===== config.mk =====
export PLATFORM = sky130hd
export DESIGN_NAME = soc_bus_fabric
export DESIGN_NICKNAME = d
export VERILOG_FILES = /design/src/rtl/soc_bus_fabric.sv
export SDC_FILE = /design/constraint.sdc
export NUM_CORES = 1
export LEC_CHECK = 0
export BUFFER_PORTS_ARGS = -buffer_cell sky130_fd_sc_hd__buf_2
export CAP_MARGIN = 30
export CORE_AREA = 2 2 176 178
export CTS_CLUSTER_DIAMETER = 100
export DETAILED_ROUTE_END_ITERATION = 16
export DIE_AREA = 0 0 178 180
export GPL_TIMING_DRIVEN = 0
export HOLD_SLACK_MARGIN = 0.08
export PLACE_DENSITY = 0.61
export SYNTH_ARGS = -nofsm -noshare
export SYNTH_HDL_FRONTEND = slang
export SYNTH_SLANG_ARGS = --single-unit

===== constraint.sdc =====
create_clock -name clk -period 2.4 [get_ports clk]
set_input_delay 0.48 -clock clk [delete_from_list [all_inputs] [get_ports clk]]
set_output_delay 0.48 -clock clk [all_outputs]
set_load 0.005 [all_outputs]

===== src/rtl/soc_bus_fabric.sv =====
// rtl/soc_bus_fabric.sv - CPU-to-system bus fabric: memory / LED register / error decode
// Optional watchdog on memory accesses: define SOC_BUS_TIMEOUT_EN.
module soc_bus_fabric #(
  parameter int                 ADDR_W         = 64,
  parameter int                 DATA_W         = 64,
  parameter int                 MEM_BYTES      = 4096,
  parameter logic [ADDR_W-1:0]  LED_ADDR       = ADDR_W'(64'hFFFF_FFFF_FFFF_FF00),
  parameter logic [DATA_W-1:0]  LED_RESET      = '0,
  parameter int                 TIMEOUT_CYCLES = 16
) (
  input  logic              clk,
  input  logic              reset,
  input  logic              cpu_req,
  input  logic              cpu_we,
  input  logic [ADDR_W-1:0] cpu_addr,
  input  logic [DATA_W-1:0] cpu_wdata,
  output logic [DATA_W-1:0] cpu_rdata,
  output logic              cpu_ready,
  output logic              cpu_err,
  output logic              mem_req,
  output logic              mem_we,
  output logic [ADDR_W-1:0] mem_addr,
  output logic [DATA_W-1:0] mem_wdata,
  input  logic [DATA_W-1:0] mem_rdata,
  input  logic              mem_ack,
  output logic [DATA_W-1:0] LED
);

  localparam logic [1:0] IDLE = 2'd0;
  localparam logic [1:0] MEM  = 2'd1;
  localparam logic [1:0] RESP = 2'd2;

  localparam logic [ADDR_W-1:0] ALIGN_MASK = ADDR_W'(DATA_W / 8 - 1);
  localparam logic [ADDR_W-1:0] MEM_LIMIT  = ADDR_W'(MEM_BYTES);

  if (DATA_W < 8 || (DATA_W & (DATA_W - 1)) != 0) begin : g_bad_data_w
    $error("soc_bus_fabric: DATA_W must be a power of two >= 8");
  end
  if (TIMEOUT_CYCLES < 1) begin : g_bad_timeout
    $error("soc_bus_fabric: TIMEOUT_CYCLES must be >= 1");
  end
  if (LED_ADDR < MEM_LIMIT) begin : g_bad_led_addr
    $error("soc_bus_fabric: LED_ADDR must lie outside the memory region");
  end

  logic [1:0]        state;
  logic              err_q;
  logic [DATA_W-1:0] rdata_q;
  logic [DATA_W-1:0] led_q;

  logic misaligned;
  assign misaligned = |(cpu_addr & ALIGN_MASK);

`ifdef SOC_BUS_TIMEOUT_EN
  localparam int CNT_W = (TIMEOUT_CYCLES > 1) ? $clog2(TIMEOUT_CYCLES) : 1;
  localparam logic [CNT_W-1:0] CNT_LAST = CNT_W'(TIMEOUT_CYCLES - 1);
  logic [CNT_W-1:0] cnt;
`endif

  // mem_* registers double as the latched copy of the CPU request
  always_ff @(posedge clk or negedge reset) begin
    if (!reset) begin
      state     <= IDLE;
      err_q     <= 1'b0;
      rdata_q   <= '0;
      led_q     <= LED_RESET;
      mem_req   <= 1'b0;
      mem_we    <= 1'b0;
      mem_addr  <= '0;
      mem_wdata <= '0;
`ifdef SOC_BUS_TIMEOUT_EN
      cnt       <= '0;
`endif
    end else begin
      case (state)
        IDLE: begin
          if (cpu_req) begin
            if (misaligned) begin
              err_q   <= 1'b1;
              rdata_q <= '0;
              state   <= RESP;
            end else if (cpu_addr == LED_ADDR) begin
              err_q <= 1'b0;
              if (cpu_we) led_q   <= cpu_wdata;
              else        rdata_q <= led_q;
              state <= RESP;
            end else if (cpu_addr < MEM_LIMIT) begin
              mem_req   <= 1'b1;
              mem_we    <= cpu_we;
              mem_addr  <= cpu_addr;
              mem_wdata <= cpu_wdata;
`ifdef SOC_BUS_TIMEOUT_EN
              cnt       <= '0;
`endif
              state     <= MEM;
            end else begin
              err_q   <= 1'b1;
              rdata_q <= '0;
              state   <= RESP;
            end
          end
        end
        MEM: begin
          // ack takes priority over an expiring watchdog on the same edge
          if (mem_ack) begin
            mem_req <= 1'b0;
            err_q   <= 1'b0;
            if (!mem_we) rdata_q <= mem_rdata;
            state   <= RESP;
          end
`ifdef SOC_BUS_TIMEOUT_EN
          else if (cnt == CNT_LAST) begin
            mem_req <= 1'b0;
            err_q   <= 1'b1;
            rdata_q <= '0;
            state   <= RESP;
          end else begin
            cnt <= cnt + 1'b1;
          end
`endif
        end
        RESP:    state <= IDLE;
        default: state <= IDLE;
      endcase
    end
  end

  assign cpu_ready = (state == RESP);
  assign cpu_err   = (state == RESP) && err_q;
  assign cpu_rdata = rdata_q;
  assign LED       = led_q;

endmodule

Yosys cells after proc, flatten, opt, wreduce, memory -nomap -nowiden:

Index checks and enable logic that the tools add are counted.

* $lt $le $gt $ge: 1
* equality and inequality tests: 11
* multiplexer cells: 25
* bitwise gates (word level): 2
* reductions and logical operators: 10

Operator list (number)
* 64-bit 2-to-1 mux: 7
* 64-bit one-hot mux with 2 select lines: 1
* 64-bit equality test (second input constant): 1
* 64-bit by 13-bit < comparator with 1-bit output (second input constant): 1
* 2-bit inequality test (second input constant): 6
* 6-bit AND reduction: 2
* 2-bit 2-to-1 mux: 5
* 5-bit AND reduction: 2
* 1-bit 2-to-1 mux: 9
* 4-bit inequality test (second input constant): 2
* 1-bit one-hot mux with 2 select lines: 2
* 2-bit one-hot mux with 2 select lines: 1
* 4-bit AND reduction: 1
* 3-bit OR reduction: 1
* 2-bit by 1-bit equality test with 1-bit output (second input constant): 1
* 2-bit equality test (second input constant): 1
* 2-bit zero test: 1
* 1-bit inverter: 2
* 2-bit AND reduction: 1
* 2-bit nonzero test: 1
* 1-bit logical AND: 1

* flip-flop bits (word level): 261
* input port bits: 197
* output and inout bits: 260
* logic and storage cells: 57

Longest topological paths before layout:

Gate-level depths: netlist (run 1).

* depth in word-level cells: 6
* depth in mapped cells: 8
* mapped depth without buffers: 6

Worst setup path before layout (run 1):

Ideal clock, no wire load.

* path kind: input-to-reg
* start point: input cpu_addr[3]
* end point: register rdata_q[10] (netlist: cpu_rdata[10])
* setup time: 0.125 ns
* data arrival time: 2.521 ns
* setup slack: -0.246 ns
* stages: 8
* cell sequence: or4_4 > nor4_2 > nand3_1 > or3_1 > and3_1 > buf_6 > buf_8 > mux2_4

* cells in the longest elaborated chain, start to end: 5
* elaborated cells on any way between the ends: 9

RTL lines
* start: declaration: line 15 `input logic [ADDR_W-1:0] cpu_addr,`
* branches (longest 5 deep; another with 64-bit by 13-bit < comparator with 1-bit output)
* end signal: assignment: line 85 `else rdata_q <= led_q;`
* end signal: assignment: line 108 `if (!mem_we) rdata_q <= mem_rdata;`
* end: declaration: line 48 `logic [DATA_W-1:0] rdata_q;`

Several ways; the timed one is not identified. The select of a mux whose other input is x is not followed.
A chain may end at the register's enable or synchronous reset.

Worst setup path after layout (run 1):

* start point: input cpu_addr[1]
* end point: register mem_wdata[29]

* cells in the longest elaborated chain, start to end: 3
* elaborated cells on any way between the ends: 6

RTL lines
* branches (longest 2 deep; another with 64-bit by 13-bit < comparator with 1-bit output)
* 5-bit AND reduction (no source line) *
* end signal: assignment: line 91 `mem_wdata <= cpu_wdata;`
* end: declaration: line 23 `output logic [DATA_W-1:0] mem_wdata,`

Mark *: on every way between the ends.

==> results of run 1 <==
[layout make-up]
type	count	area (um2)	share of cell area (%)
sequential	261	6530	44.9
multi-input combinational	391	3850	26.5
timing repair buffer	463	2390	16.5
clock buffer	45	908	6.25
tap	396	495	3.41
buffer	40	263	1.81
clock inverter	8	92.6	0.637
antenna	2	5.00	0.0344
[state kept, by name, summed over array words and instances (netlist names)]
| signal | flops |
|---|---|
| state | 2 |
| LED | 64 |
| mem_we | 1 |
| cpu_rdata | 64 |
| mem_addr | 64 |
| err_q | 1 |
| mem_req | 1 |
| mem_wdata | 64 |
[cells in the mapped netlist (3+ instances only)]
cell | n | area, um2
buf_8 | 4 | 60.1
buf_2 | 5 | 25.0
nand3_1 | 4 | 20.0
and2_1 | 56 | 350
clkbuf_1 | 24 | 90.1
mux2_2 | 143 | 1610
nor4_1 | 15 | 93.8
mux2_4 | 60 | 901
nand2_1 | 12 | 45.0
a22o_1 | 64 | 561
buf_1 | 5 | 18.8
dfrtp_1 | 261 | 6530
nor2_1 | 5 | 18.8
nand4_1 | 13 | 81.3
nor3_1 | 3 | 15.0
[power by group through the flow]
stage               clock network, mW  logic [mW]  registers, mW
floorplan                           0       0.103           4.48
global placement                    0       0.415           4.48
detailed placement                  0       0.431           4.48
CTS                              4.67       0.434           4.40
global route                     4.87       0.467           4.40
finish                           4.55       0.424           4.40
[per-layer routing]
layer / global-route usage (%) / share of wire (%) / vias to the layer above
met4: 5.41 / 2.4 / 0
met2: 33.3 / 48 / 310
met3: 5.69 / 8.8 / 49
li1: - / - / 3519
met1: 24.1 / 41 / 3781
met5: 0 / 0 / -
[critical path, stage by stage]
cell	delay, ns
buf_2	0.09
or3_1	0.42
nand4b_1	0.21
nor3_2	0.25
and4_1	0.23
nand3_2	0.16
clkbuf_8	0.24
clkbuf_2	0.26
mux2_2	0.33
[metrics by stage]
stage / utilization (%) / instance area, um2
after floorplan: - / 10600
after global placement: 44.3 / 13400
after detailed placement: 44.6 / 13500
after CTS: 48.1 / 14500
after global routing: 48.1 / 14500
final: 48.1 / 14500
[cells by family (layout without fill, tap and decap cells)]
group           count (synthesis)  in the layout  share of synthesized area (%)
compound gates                 65             65                           5.35
buf+inv                        41            556                           2.31
flops                         261            261                           61.6
mux                           204            204                           23.8
other cells                     0              2                              0
simple gates                  122            122                           6.93
[timing repair]
item | 4_1_cts | 5_1_grt
setup endpoints to repair | 194 | 51
hold endpoints to repair | 56 | 0
buffers inserted | 3 | 0
gates resized for setup | 9 | 7
pin swaps | 1 | 0
hold buffers | 1 | 0
[how the worst min path moves through the flow]
| stage | slack (ns) | to | start |
|---|---|---|---|
| floorplan | 0.18 | LED[0]$_DFFE_PN0P_ | reset |
| global placement | 0.46 | mem_req$_DFFE_PN0P_ | mem_req$_DFFE_PN0P_ |
| detailed placement | 0.44 | cpu_rdata[30]$_DFFE_PN0P_ | reset |
| CTS | 0.15 | LED[39]$_DFFE_PN0P_ | cpu_wdata[39] |
| global route | 0.16 | LED[39]$_DFFE_PN0P_ | cpu_wdata[39] |
| finish | 0.18 | LED[34]$_DFFE_PN0P_ | cpu_wdata[34] |
==> key figures, run 1 <==
Setup path
  – Setup crit start: cpu_addr[1]
  – Crit Path Class: in -> reg
  – CP max FO: 10
  – Crit start category: input pin
  – Reg2reg end: cpu_rdata[6]$_DFFE_PN0P_
  – R2R setup slack: 0.25 ns
  – Crit end category: register
  – Worst EP arrival: 2.67 ns
  – Required time worst endpoint: 2.83 ns
  – FF-to-FF path depth: 7
  – Worst setup endpoint: mem_wdata[29]$_DFFE_PN0P_
  – RR Startpoint: state[0]$_DFFE_PN0P_

Synthesis
  – Average size of a mapped cell: 15.3 um2
  – Seq cells post-synth: 261
  – Post-Syn Area: 10600 um2
  – Post-synthesis sequential area ratio: 61.6%
  – Syn. warnings: 0
  – Fraction of registers with async set/reset: 100%
  – Ys flop type: dfrtp_1
  – Number of flops mapped to enable cells by yosys: 0
  – Synth unique cells: 29
  – Synth Net Count: 890
  – Post-Syn Instances: 693

Placement
  – DP HPWL: 24.6 mm
  – PortBufs: 456
  – Pre-CTS setup slack: -1.00 ns
  – Routability cong.: 0.926
  – Placed cell count: 1548

Job
  – Max-cap violations: 0

Drt
  – Vias: 7659
  – DR WL/cell: 20.1 um
  – Drt pass-1 iters: 4
  – DRC: 0
  – First DRT Iteration DRCs: 237
  – Final wirelength: 32.3 mm
  – Via density: 4.77
  – Routed Antenna Nets: 0

Timing
  – Skew final: 0.0153 ns
  – Pins Over Slew Limit: 0
  – Least-Margin Pin Slew: 0.797 ns
  – Final period util: 93.6%
  – Fin crit period: 2.25 ns
  – Endpoints failing hold: 0
  – Final setup fails: 0
  – Final setup margin: 0.154 ns
  – Unrepaired setup endpoints after global routing: false
  – Worst hold margin: 0.181 ns
  – Peak Freq: 0.445 GHz
  – Setup TNS: 0 ns
  – Slew HR: 46.8%

Finish
  – Area delta synth->final: 37.1%
  – Commonest non-fill, non-tap cell in the layout: buf_2
  – Final Non-Filler Cells: 1606
  – Most frequent cells in the layout: 460 x buf_2, 261 x dfrtp_1, 143 x mux2_2, 64 x a22o_1, 60 x mux2_4
  – Filler cell count: 2757
  – Share of layout cells above drive strength 1: 61.3%
  – Post-layout net count: 1384

Floorplanning
  – I/O Pins: 457
  – Row Count: 64
  – Core ar.: 30200 um2
  – Die area: 32000 um2
  – Chip Width: 178 um
  – Initial Util: 35.1%
  – Die H: 180 um

Clock network
  – Clock slew at reported path FFs: 0.06 ns
  – Worst skew pair latency: 0.54 ns
  – CTS tree: done
  – H-Tree Depth: 1
  – Number of buffers created by CTS: 30
  – Root buffer cell: clkbuf_16
  – Worst-case clock buffer depth: 3
  – CTS sink cnt: 261

Global route
  – Pin count of the biggest net entering global routing: 116
  – Number of global-route vias before repair: 8133
  – Congestion Overflow GR: 0
  – First-pass GRT wire length: 48.7 mm
  – Number of antenna violations at the first check in global routing: 3
  – GRT Total Usage: 19.6%

Pwr
  – Final Power: 9.38 mW
  – Seq pwr share: 47.0%
  – Clk pwr share: 48.5%
  – P_sw: 1.99 mW
  – P_int: 7.39 mW
  – Max IR drop VDD: 0.550 mV
  – Pwr dens: 645 nW/um2
  – LEAKAGE: 8.32 nW
  – Sw frac: 21.2%
  – Comb pwr share: 4.5%

Run status
  – Status: finished, final reports clean

Hold path
  – HP Class: in -> reg
  – WHS Path Cells: 2
No activity file was read; power rests on OpenSTA's default activity.
==> run 2, diff against run 1 <==
MAX_ROUTING_LAYER = met4   (was unset)
==> key figures, run 2 (same netlist as run 1, synthesis figures left out) <==
Global route
  – GRT Total Usage: 20.6%
  – Number of global-route vias before repair: 8202
  – Congestion Overflow GR: 0
  – Pin count of the biggest net entering global routing: 106
  – Number of antenna violations at the first check in global routing: 4
  – First-pass GRT wire length: 49.1 mm

Floorplanning
  – Die area: 32000 um2
  – Initial Util: 35.1%
  – Die H: 180 um
  – I/O Pins: 457
  – Chip Width: 178 um
  – Row Count: 64
  – Core ar.: 30200 um2

Placement
  – Placed cell area: 13500 um2
  – Pre-CTS setup slack: -1.07 ns
  – DP HPWL: 24.8 mm
  – Routability cong.: 0.957
  – PortBufs: 456

Pwr
  – Sw frac: 21.9%
  – Pwr dens: 641 nW/um2
  – P_sw: 2.03 mW
  – Max IR drop VDD: 0.480 mV
  – LEAKAGE: 8.29 nW
  – P_int: 7.26 mW
  – Final Power: 9.29 mW
  – Comb pwr share: 4.6%
  – Seq pwr share: 47.4%
  – Clk pwr share: 48.0%

Setup path
  – R2R setup slack: 0.24 ns
  – Crit start category: input pin
  – Crit Path Class: in -> reg
  – Crit end category: register
  – FF-to-FF path depth: 7
  – Worst EP arrival: 2.72 ns
  – CP max FO: 10
  – Reg2reg end: cpu_rdata[8]$_DFFE_PN0P_
  – RR Startpoint: state[0]$_DFFE_PN0P_
  – Required time worst endpoint: 2.82 ns
  – Setup crit start: cpu_addr[1]

Finish
  – Area delta synth->final: 36.9%
  – Filler cell count: 2817
  – Post-layout net count: 1383
  – Commonest non-fill, non-tap cell in the layout: buf_2
  – Multi-input gate area: 3850 um2
  – Most frequent cells in the layout: 461 x buf_2, 261 x dfrtp_1, 143 x mux2_2, 64 x a22o_1, 60 x mux2_4
  – Share of layout cells above drive strength 1: 61.1%
  – Final Instance Area: 14500 um2
  – Layout Utilization: 48.1%
  – Reg area: 6530 um2

Drt
  – DRC: 0
  – Final wirelength: 32.9 mm
  – DR WL/cell: 20.5 um
  – Routed Antenna Nets: 0
  – Via density: 4.80
  – First DRT Iteration DRCs: 381
  – Vias: 7724
  – Drt pass-1 iters: 4

Hold path
  – Hold worst-path end: mem_wdata[52]$_DFFE_PN0P_
  – Hold Startpoint: cpu_wdata[52]
  – WHS Path Cells: 2
  – HP Class: in -> reg

Timing
  – Peak Freq: 0.434 GHz
  – Pins Over Slew Limit: 0
  – Endpoints failing hold: 0
  – Skew final: 0.00942 ns
  – Fin crit period: 2.31 ns
  – Final setup fails: 0
  – Least-Margin Pin Slew: 0.733 ns
  – Final setup margin: 0.0939 ns
  – Final period util: 96.1%
  – Slew HR: 51.1%
  – Unrepaired setup endpoints after global routing: false

Clock network
  – Worst-case clock buffer depth: 3
  – Clock slew at reported path FFs: 0.06 ns
  – Worst skew pair latency: 0.54 ns
  – Number of buffers created by CTS: 29
  – CTS tree: done
  – CTS sink cnt: 261
  – H-Tree Depth: 1
  – Root buffer cell: clkbuf_16

Job
  – Max-cap violations: 0

Run status
  – Status: finished, final reports clean
[run 2: per-layer routing]
metal | vias to the layer above | routed length [um] | global-route usage, %
met5 | - | 0 | -
met4 | 0 | 847 | 5.28
met3 | 57 | 2720 | 5.54
met2 | 298 | 15800 | 33.7
met1 | 3871 | 13600 | 25.2
li1 | 3498 | - | -
[run 2: critical path, stage by stage]
cell	delay, ns
buf_2	0.09
or3_1	0.42
nand4b_1	0.22
nor3_1	0.29
and4_1	0.28
nand3_4	0.15
clkbuf_8	0.22
clkbuf_2	0.23
mux2_2	0.33
[run 2: through the flow]
step	cells	TNS (ns)	hold slack (ns)
floorplan	693	-2.44	0.184
global placement	1545	-1226.34	0.462
detailed placement	1548	-185.67	0.451
CTS	1604	0	0.152
global route	1607	0	0.167
finish	1608	0	0.189
[run 2: area by class of cell]
type,count,share of cell area [%]
Clock inverter,11,1.01
Clock buffer,41,5.59
Tap cell,396,3.42
Antenna cell,5,0.0862
Multi-Input combinational cell,391,26.5
Timing Repair Buffer,463,16.5
Sequential cell,261,45.0
Buffer,40,1.86
[run 2: what timing repair did]
item | CTS | global route
gates cloned | 1 | 0
buffers inserted | 2 | 0
pin swaps | 1 | 0
resized for setup | 13 | 7
hold endpoints to repair | 63 | 0
endpoints found under the setup margin | 196 | 58
hold buffers | 1 | 0
[run 2: worst max path at each step]
stage | end | slack [ns] | cells past startpoint
6_report | mem_wdata[42]$_DFFE_PN0P_ | 0.09 | 9
5_1_grt | mem_wdata[42]$_DFFE_PN0P_ | 0.02 | 9
4_1_cts | mem_wdata[42]$_DFFE_PN0P_ | 0.01 | 9
3_5_place_dp | mem_wdata[34]$_DFFE_PN0P_ | -1.07 | 9
3_3_place_gp | mem_addr[10]$_DFFE_PN0P_ | -3.98 | 1
2_1_floorplan | mem_wdata[29]$_DFFE_PN0P_ | -0.04 | 8
[run 2: power by group through the flow]
| stage | Combinational, mW | Sequential (mW) | Clock [mW] |
|---|---|---|---|
| after floorplan | 0.103 | 4.48 | 0 |
| after global placement | 0.416 | 4.48 | 0 |
| after detailed placement | 0.433 | 4.48 | 0 |
| after CTS | 0.436 | 4.40 | 4.58 |
| after global routing | 0.470 | 4.40 | 4.76 |
| final | 0.428 | 4.40 | 4.46 |
